**config.mk**
```make
export PLATFORM = sky130hd
export DESIGN_NAME = alu_seq
export DESIGN_NICKNAME = d
export VERILOG_FILES = /design/src/rtl/alu_seq.sv
export SDC_FILE = /design/constraint.sdc
export NUM_CORES = 1
export LEC_CHECK = 0
export CAP_MARGIN = 10
export CORE_MARGIN = 5
export CORE_UTILIZATION = 52
export CTS_BUF_LIST = sky130_fd_sc_hd__clkbuf_4
export CTS_CLUSTER_SIZE = 10
export DETAILED_ROUTE_END_ITERATION = 12
export GPL_TIMING_DRIVEN = 0
export PLACE_DENSITY = 0.8
export SLEW_MARGIN = 20
export SYNTH_ARGS = -nofsm -noshare
export SYNTH_HDL_FRONTEND = slang
export SYNTH_SLANG_ARGS = --single-unit
```
**constraint.sdc**
```tcl
create_clock -name clk -period 5.65 [get_ports clk]
set_clock_uncertainty 0.15 [all_clocks]
set_input_delay 1.695 -clock clk [delete_from_list [all_inputs] [get_ports clk]]
set_output_delay 1.695 -clock clk [all_outputs]
set_load 0.02 [all_outputs]
```
**src/rtl/alu_seq.sv**
```systemverilog
`timescale 1ns/1ps
// alu_seq -- sequential ALU with a valid/ready request side and a
// valid/ready result side.
//
// Single-cycle ops complete one cycle after accept. Multiply (op 2) and
// divide (op 3) run through WIDTH iteration cycles in BUSY before the
// result is presented. The result is held in DONE until the consumer
// takes it.
//
// Ports:
//   clk       : clock, all state changes on the rising edge
//   rst_n     : asynchronous active-low reset
//   A, B      : operands, captured on accept
//   ALU_Sel   : operation select, captured on accept
//   in_valid  : request valid
//   in_ready  : high only in IDLE
//   ALU_Out   : registered result
//   CarryOut  : registered carry / borrow / overflow / error flag
//   equal, greater, smaller : registered unsigned compare of captured A vs B
//   out_valid : high only in DONE
//   out_ready : consumer accepts the result
module alu_seq #(
  parameter int WIDTH = 8
) (
  input  logic             clk,
  input  logic             rst_n,
  input  logic [WIDTH-1:0] A,
  input  logic [WIDTH-1:0] B,
  input  logic [3:0]       ALU_Sel,
  input  logic             in_valid,
  output logic             in_ready,
  output logic [WIDTH-1:0] ALU_Out,
  output logic             CarryOut,
  output logic             equal,
  output logic             greater,
  output logic             smaller,
  output logic             out_valid,
  input  logic             out_ready
);

  localparam int CW = $clog2(WIDTH + 1);

  typedef enum logic [1:0] {IDLE, BUSY, DONE} state_t;

  state_t state_reg, state_next;

  logic [CW-1:0]    cnt_reg;
  logic [WIDTH-1:0] a_reg;
  logic [WIDTH-1:0] b_reg;
  logic             is_div_reg;
  // Shared iteration registers: for mul hi/lo hold the running product
  // (hi = upper half, lo = multiplier being shifted out); for div hi is
  // the partial remainder and lo the dividend/quotient shift register.
  logic [WIDTH-1:0] hi_reg;
  logic [WIDTH-1:0] lo_reg;

  logic [WIDTH-1:0] out_reg;
  logic             carry_reg;
  logic             equal_reg;
  logic             greater_reg;
  logic             smaller_reg;

  logic accept;
  logic is_iter;
  logic last_step;

  assign accept    = in_valid && (state_reg == IDLE);
  assign is_iter   = (ALU_Sel == 4'd2) || (ALU_Sel == 4'd3);
  assign last_step = (state_reg == BUSY) && (cnt_reg == CW'(WIDTH - 1));

  // ---------------------------------------------------------------------
  // FSM
  // ---------------------------------------------------------------------
  always_ff @(posedge clk or negedge rst_n) begin
    if (!rst_n) begin
      state_reg <= IDLE;
    end else begin
      state_reg <= state_next;
    end
  end

  always_comb begin
    state_next = state_reg;
    case (state_reg)
      IDLE: begin
        if (accept) begin
          state_next = is_iter ? BUSY : DONE;
        end
      end
      BUSY: begin
        if (last_step) begin
          state_next = DONE;
        end
      end
      DONE: begin
        if (out_ready) begin
          state_next = IDLE;
        end
      end
      default: state_next = IDLE;
    endcase
  end

  assign in_ready  = (state_reg == IDLE);
  assign out_valid = (state_reg == DONE);

  // ---------------------------------------------------------------------
  // Single-cycle datapath (operates on the live inputs at accept)
  // ---------------------------------------------------------------------
  logic [WIDTH:0]   sum_ext;
  logic [WIDTH:0]   diff_ext;
  logic [WIDTH-1:0] res_out;
  logic             res_carry;

  assign sum_ext  = {1'b0, A} + {1'b0, B};
  // Top bit of the extended difference is the borrow, i.e. A < B.
  assign diff_ext = {1'b0, A} - {1'b0, B};

  always_comb begin
    res_out   = '0;
    res_carry = 1'b0;
    case (ALU_Sel)
      4'd0: begin
        res_out   = sum_ext[WIDTH-1:0];
        res_carry = sum_ext[WIDTH];
      end
      4'd1: begin
        res_out   = diff_ext[WIDTH-1:0];
        res_carry = diff_ext[WIDTH];
      end
      4'd4: begin
        res_out   = {A[WIDTH-2:0], 1'b0};
        res_carry = A[WIDTH-1];
      end
      4'd5: begin
        res_out   = {1'b0, A[WIDTH-1:1]};
        res_carry = A[0];
      end
      4'd6: begin
        res_out   = {A[WIDTH-2:0], A[WIDTH-1]};
        res_carry = A[WIDTH-1];
      end
      4'd7: begin
        res_out   = {A[0], A[WIDTH-1:1]};
        res_carry = A[0];
      end
      4'd8:  res_out = A & B;
      4'd9:  res_out = A | B;
      4'd10: res_out = A ^ B;
      4'd11: res_out = ~(A | B);
      4'd12: res_out = ~(A & B);
      4'd13: res_out = ~(A ^ B);
      4'd14: res_out = {{(WIDTH-1){1'b0}}, (A > B)};
      4'd15: res_out = {{(WIDTH-1){1'b0}}, (A == B)};
      // ops 2 and 3 are produced by the iterative path
      default: begin
        res_out   = '0;
        res_carry = 1'b0;
      end
    endcase
  end

  // ---------------------------------------------------------------------
  // Iterative step: one shift-add (mul) or restoring-divide step per cycle
  // ---------------------------------------------------------------------
  logic [WIDTH:0]   mul_sum;
  logic [WIDTH-1:0] mul_hi;
  logic [WIDTH-1:0] mul_lo;

  assign mul_sum = {1'b0, hi_reg} + (lo_reg[0] ? {1'b0, a_reg} : '0);
  // Shift the {carry, hi, lo} product right by one after the add.
  assign mul_hi  = mul_sum[WIDTH:1];
  assign mul_lo  = {mul_sum[0], lo_reg[WIDTH-1:1]};

  logic [WIDTH:0]   div_shift;
  logic [WIDTH-1:0] div_sub;
  logic             div_ok;
  logic [WIDTH-1:0] div_hi;
  logic [WIDTH-1:0] div_lo;

  assign div_shift = {hi_reg, lo_reg[WIDTH-1]};
  assign div_ok    = (div_shift >= {1'b0, b_reg});
  // When the trial subtraction succeeds the remainder is < B, so it fits
  // in WIDTH bits and the truncated difference is exact.
  assign div_sub   = div_shift[WIDTH-1:0] - b_reg;
  assign div_hi    = div_ok ? div_sub : div_shift[WIDTH-1:0];
  // With B = 0 every trial succeeds, giving the all-ones quotient.
  assign div_lo    = {lo_reg[WIDTH-2:0], div_ok};

  logic [WIDTH-1:0] step_hi;
  logic [WIDTH-1:0] step_lo;

  assign step_hi = is_div_reg ? div_hi : mul_hi;
  assign step_lo = is_div_reg ? div_lo : mul_lo;

  // ---------------------------------------------------------------------
  // Datapath registers
  // ---------------------------------------------------------------------
  always_ff @(posedge clk or negedge rst_n) begin
    if (!rst_n) begin
      cnt_reg     <= '0;
      a_reg       <= '0;
      b_reg       <= '0;
      is_div_reg  <= 1'b0;
      hi_reg      <= '0;
      lo_reg      <= '0;
      out_reg     <= '0;
      carry_reg   <= 1'b0;
      equal_reg   <= 1'b0;
      greater_reg <= 1'b0;
      smaller_reg <= 1'b0;
    end else if (accept) begin
      a_reg       <= A;
      b_reg       <= B;
      is_div_reg  <= (ALU_Sel == 4'd3);
      cnt_reg     <= '0;
      equal_reg   <= (A == B);
      greater_reg <= (A > B);
      smaller_reg <= (A < B);
      hi_reg      <= '0;
      lo_reg      <= (ALU_Sel == 4'd3) ? A : B;
      out_reg     <= res_out;
      carry_reg   <= res_carry;
    end else if (state_reg == BUSY) begin
      hi_reg  <= step_hi;
      lo_reg  <= step_lo;
      cnt_reg <= cnt_reg + 1'b1;
      if (last_step) begin
        out_reg <= step_lo;
        if (is_div_reg) begin
          carry_reg <= (b_reg == '0);
        end else begin
          // Overflow: any bit set in the upper half of the product.
          carry_reg <= |step_hi;
        end
      end
    end
  end

  assign ALU_Out  = out_reg;
  assign CarryOut = carry_reg;
  assign equal    = equal_reg;
  assign greater  = greater_reg;
  assign smaller  = smaller_reg;

endmodule
```
After elaboration in Yosys (flattened, before gate mapping). Index checks and enable logic that the tools add are counted.

Bits of input ports: 24. Logic and storage cells: 86. Bits in registers: 51. Memories kept: 0. Bits in read-only memories: 0. Bits in latches: 0. Bits in writable memories: 0. Output and inout bits: 14.

Shift-type cells: 0. Reduce and logical (&&, ||, !) cells: 13. Bitwise logic cells: 6. Equality and inequality tests: 22. Muxes and demuxes: 25. Add/sub/neg operators: 5. Div/mod/pow operators: 0. Multiply operators: 0. Order comparisons: 3.

Operators by type and width (number): $pmux 8 s14 (1); $mux 8 (12); $eq 4x4->1 const B (8); $not 8->8 (3); $eq 4x3->1 const B (5); $add 8x8->9 (2); $ge 9x8->1 (1); $sub 8x8->9 (1); $and 8x8->8 (1); $eq 4x2->1 const B (2); $eq 8x8->1 (1); $gt 8x8->1 (1); $logic_not 8->1 (1); $lt 8x8->1 (1); $mux 2 (4); $mux 4 (2); $or 8x8->8 (1); $reduce_or 8->1 (1); $sub 8x8->8 (1); $xor 8x8->8 (1); $pmux 2 s3 (1); $add 4x1->4 const B (1); $eq 4x1->1 const B (1); $logic_not 4->1 (1); 13 further kinds (20).

Longest topological paths before layout.
Depth in word-level cells: 8. Depth in mapped cells: 12. Gate-level depth less buffers: 12.

Worst setup path after synthesis. OpenSTA, ideal clock, no wires.

Path kind: input port to flip-flop. Start point: in A[0]. End point: reg carry_reg (netlist: CarryOut). Stages: 12. Setup time: 0.088 ns. Required time: 5.412 ns. Slack: 2.034 ns. Buffers on the path: 0. Data arrival time: 3.377 ns. Cell sequence: inv_1 ha_1 inv_1 fa_1 nor2b_1 o21bai_1 a21oi_1 nor2_1 o21ai_0 a31oi_1 o221ai_1 a41oi_1.

Longest elaborated chain between the ends: 3. Elaborated cells between the ends (all ways): 4. Classes of those cells: 2 x add/sub; 2 x mux.

RTL lines: start: declaration (line 27) `input logic [WIDTH-1:0] A,`; $sub 8x8->9 or $add 8x8->9 (tied branches) (line 117, 115); $pmux 1 s4 (*) (line 122) `case (ALU_Sel)`; $mux 1 (*) (line 212) `end else if (accept) begin`; end signal: assignment (line 223) `carry_reg <= res_carry;`; end signal: assignment (line 231) `carry_reg <= (b_reg == '0);`; end signal: assignment (line 234) `carry_reg <= |step_hi;`; end: declaration (line 58) `logic carry_reg;`.

Every way passes the cells marked *; elsewhere a longest branch is shown, timed or not. A chain may end at the register's enable or synchronous reset.

Final worst setup path.
Start point: in A[1]. End point: reg out_reg[7] (netlist: ALU_Out[7]).

Longest elaborated chain between the ends: 3. Elaborated cells between the ends (all ways): 4. Classes of those cells: 2 x add/sub; 2 x mux.

RTL lines: $sub 8x8->9 or $add 8x8->9 (tied branches) (line 117, 115); $pmux 8 s14 (*) (line 122); $mux 8 (*) (line 212); end signal: assignment (line 222) `out_reg <= res_out;`; end signal: assignment (line 229) `out_reg <= step_lo;`; end: declaration (line 57) `logic [WIDTH-1:0] out_reg;`.

Marked as above.

==> results.md <==
- Num CTS Buffers: 5
- Fin. max-slew vios: 0
- Register area share after synthesis: 27.3%
- Reg clk slew, reported paths: 160 ps
- Core area: 8720 um^2
- DIE AREA: 11000 um^2
- Max Freq: 222 MHz
- IO Port Bufs: 37
- H-tree levels: 2
- Hold Buf Count CTS: 0
- Crit path from: A[1]
- WP data arrival: 4620 ps
- Delay-heaviest family, CP: compound AO/OA/AOI/OAI gates
- Switching share of power: 46.6%
- WP depth: 10
- Critical Path End Type: flip-flop
- Share of flip-flops with an asynchronous set or reset: 100%
- Vias in the first global route: 4712
- Place WS: 769 ps
- Slowest stage delay, CP: 760 ps
- FF+latch count, synth: 51
- Post-synthesis cell type count: 63
- Clk sink count: 51
- DRT antenna net count: 0
- TritonCTS clock tree: done
- DP HPWL: 11.9 mm
- Comb power frac: 59.7%
- GRT Overall Usage: 27.0%
- Routability cong.: 0.987
- Buf+Inv Stages, Crit Path: 2
- Slowest stage cell on the critical path: clkdlybuf4s50_1
- ANT cells: 0
- Maxcap violations: 0
- Seq pwr share: 30.9%
- CTS root buf: clkbuf_4
- Drt first pass iters: 5
- Longest Clk Path Bufs: 2
- Outcome: complete, no violations
- Syn Nets: 670
- Avg Vias per Cell: 6.27
- Drc violations: 0
- Ys Warns: 0
- Resize count post-CTS: 0
- Via Count: 4732
- Clock Power Share: 9.4%
- Die height: 105 um
- WS Path Type: in -> reg
- Final Cycle Share: 79.8%
- Global-route wire length before repair: 24.3 mm
- Avg Cell Area, Syn: 7.77 um^2
- Setup crit start kind: input pin
- Crit path capture: ALU_Out[7]$_DFFE_PN0P_
- R2R Path Start: hi_reg[0]$_DFFE_PN0P_
- Post-Route WL: 15.0 mm
- EDFF count, synth: 0
- Leak: 2.27 nW
- Least-Margin Pin Slew: 926 ps
- GRT overflow: 0
- Routed len/inst: 19.8 um
- Nets@finish: 715
- Final Critical Period: 4510 ps
- Site Rows: 34
- Rel. slew slack: 37.7%
- Int Pwr: 0.00104 W
- Fin worst setup slack: 1140 ps
- Largest net degree at the start of global routing: 28
- Worst reg2reg setup slack: 2620 ps
- IO Count: 38
- Area grow syn2layout: 12.5%
- VDD IR max: 0.000126 V
- R2R Path End: CarryOut$_DFFE_PN0P_
- Final number of setup-violating endpoints: 0
- Pwr/cell area: 371 nW/um^2
- Largest fanout on the critical path: 8
- CP Cell Sequence: clkdlybuf4s50_1 -> inv_1 -> ha_1 -> o21bai_1 -> a21oi_1 -> o21ai_0 -> a311oi_1 -> a41o_1 -> a221oi_1 -> o22ai_1
- CP required: 5760 ps
- Number of antenna violations at the first check in global routing: 0
- Initial core utilization: 53.5%
- Syn Inst Count: 601
- Synthesized area: 4670 um^2
- # Post-CTS Setup Buffers: 0
- P_sw: 0.000907 W
- Synth Flop Type: dfrtp_1
- HP Class: reg -> reg
- Share of layout cells above drive strength 1: 3.55%
- Initial DRC count: 333
- Worst R2R Path Depth: 9
- Worst skew pair latency: 380 ps
- Die X: 105 um
- Fin Setup TNS: 0 ps
- RSZ-0062 raised after global routing: false
- Endpoints failing hold: 0
==> power by group through the flow <==
stage | registers (W) | logic [W] | clock network, W
5_1_grt | 0.000620 | 0.00126 | 0.000202
6_report | 0.000603 | 0.00116 | 0.000183
2_1_floorplan | 0.000621 | 0.000761 | 0
3_5_place_dp | 0.000609 | 0.00114 | 0
4_1_cts | 0.000601 | 0.00115 | 0.000184
3_3_place_gp | 0.000602 | 0.00111 | 0
==> layout by cell type, fill, tap and decap left out, drive strengths merged, types with 8 or more instances in the layout <==
| cell | netlist | routed |
|---|---|---|
| nand2 | 84 | 84 |
| o21ai | 65 | 65 |
| dfrtp | 51 | 51 |
| a21oi | 43 | 43 |
| ha | 41 | 41 |
| inv | 39 | 40 |
| nor2 | 39 | 39 |
| clkdlybuf4s50 | 0 | 36 |
| clkbuf | 27 | 32 |
| nand3 | 23 | 23 |
| mux2i | 14 | 14 |
| a211oi | 13 | 13 |
| nor3 | 13 | 13 |
| and2 | 12 | 12 |
| a31oi | 10 | 10 |
| nand2b | 9 | 9 |
| xnor2 | 9 | 9 |
| nor2b | 8 | 8 |
| buf | 6 | 8 |
==> cells in the mapped netlist (2+ instances only) <==
cell | number | area, um^2
nand2_1 | 84 | 315
o21ai_0 | 65 | 325
dfrtp_1 | 51 | 1280
a21oi_1 | 43 | 215
ha_1 | 41 | 513
inv_1 | 39 | 146
nor2_1 | 39 | 146
clkbuf_1 | 27 | 101
nand3_1 | 23 | 115
mux2i_1 | 14 | 140
a211oi_1 | 13 | 97.6
nor3_1 | 13 | 65.1
and2_1 | 12 | 75.1
a31oi_1 | 9 | 56.3
nand2b_1 | 9 | 56.3
xnor2_1 | 9 | 78.8
a221oi_1 | 7 | 61.3
nor2b_1 | 7 | 43.8
o21bai_1 | 7 | 52.6
xor2_1 | 7 | 61.3
o22ai_1 | 6 | 37.5
nor4_1 | 5 | 31.3
a22oi_1 | 4 | 30.0
buf_1 | 4 | 15.0
fa_1 | 4 | 80.1
nand3b_1 | 4 | 30.0
o211ai_1 | 4 | 30.0
a21o_1 | 3 | 22.5
nand4_1 | 3 | 18.8
o311ai_0 | 3 | 26.3
or3_1 | 3 | 18.8
a211o_1 | 2 | 17.5
a22o_1 | 2 | 17.5
a311oi_1 | 2 | 17.5
and3_1 | 2 | 12.5
mux2_2 | 2 | 22.5
o221ai_1 | 2 | 17.5
o41ai_1 | 2 | 17.5
==> stage by stage <==
stage          power [W]  cell area (um^2)  hold slack [ps]  instances  util, %
2_1_floorplan    0.00138              4670              292        601        -
3_3_place_gp     0.00171              5170              306        746     59.3
3_5_place_dp     0.00175              5190              315        747     59.5
4_1_cts          0.00193              5250              349        755     60.2
5_1_grt          0.00209              5250              375        755     60.2
6_report         0.00195              5250              344        755     60.2
==> per-layer routing <==
| layer | GRT usage (%) | wire length, um | vias to the layer above | part of all wire, % |
|---|---|---|---|---|
| met2 | 44.8 | 7060 | 233 | 47 |
| met5 | 0 | 0 | - | 0 |
| li1 | - | - | 2237 | - |
| met4 | 11.9 | 645 | 0 | 4.3 |
| met1 | 35.5 | 6110 | 2211 | 41 |
| met3 | 2.96 | 1160 | 51 | 7.7 |
==> area by class of cell <==
class                      count  area, um^2
fill                         826        3470
multi-input combinational    478        3110
sequential                    51        1280
timing repair buffer          38         385
inverter                      39         146
tap                          108         135
buffer                        33         133
clock buffer                   5        37.5
clock inverter                 3        27.5
==> cells by family (layout without fill, tap and decap cells) <==
family / Yosys count / count (layout) / synth area share, %
AND/OR/NAND/NOR: 210 / 210 / 21.1
AO/OA/AOI/OAI: 191 / 191 / 26.4
buffers and inverters: 72 / 118 / 5.98
flip-flops: 51 / 51 / 27.3
adder cells (fa/ha/maj): 45 / 45 / 12.7
XOR/XNOR: 16 / 16 / 3.00
multiplexers: 16 / 16 / 3.48
==> tightest hold or removal path, cell delays in order (launching register included) <==
cell and delay, ps:
dfrtp_1 370, nand2_1 50, o21ai_0 60
==> how the worst min path moves through the flow <==
stage / startpoint / end / slack [ps] / depth (start not counted)
3_3_place_gp: a_reg[7]$_DFFE_PN0P_ / a_reg[7]$_DFFE_PN0P_ / 310 / 2
4_1_cts: a_reg[4]$_DFFE_PN0P_ / a_reg[4]$_DFFE_PN0P_ / 350 / 2
5_1_grt: a_reg[7]$_DFFE_PN0P_ / a_reg[7]$_DFFE_PN0P_ / 380 / 2
3_5_place_dp: a_reg[4]$_DFFE_PN0P_ / a_reg[4]$_DFFE_PN0P_ / 310 / 2
2_1_floorplan: a_reg[7]$_DFFE_PN0P_ / a_reg[7]$_DFFE_PN0P_ / 290 / 2
6_report: a_reg[4]$_DFFE_PN0P_ / a_reg[4]$_DFFE_PN0P_ / 340 / 2
(Power assumes the default switching activity.)
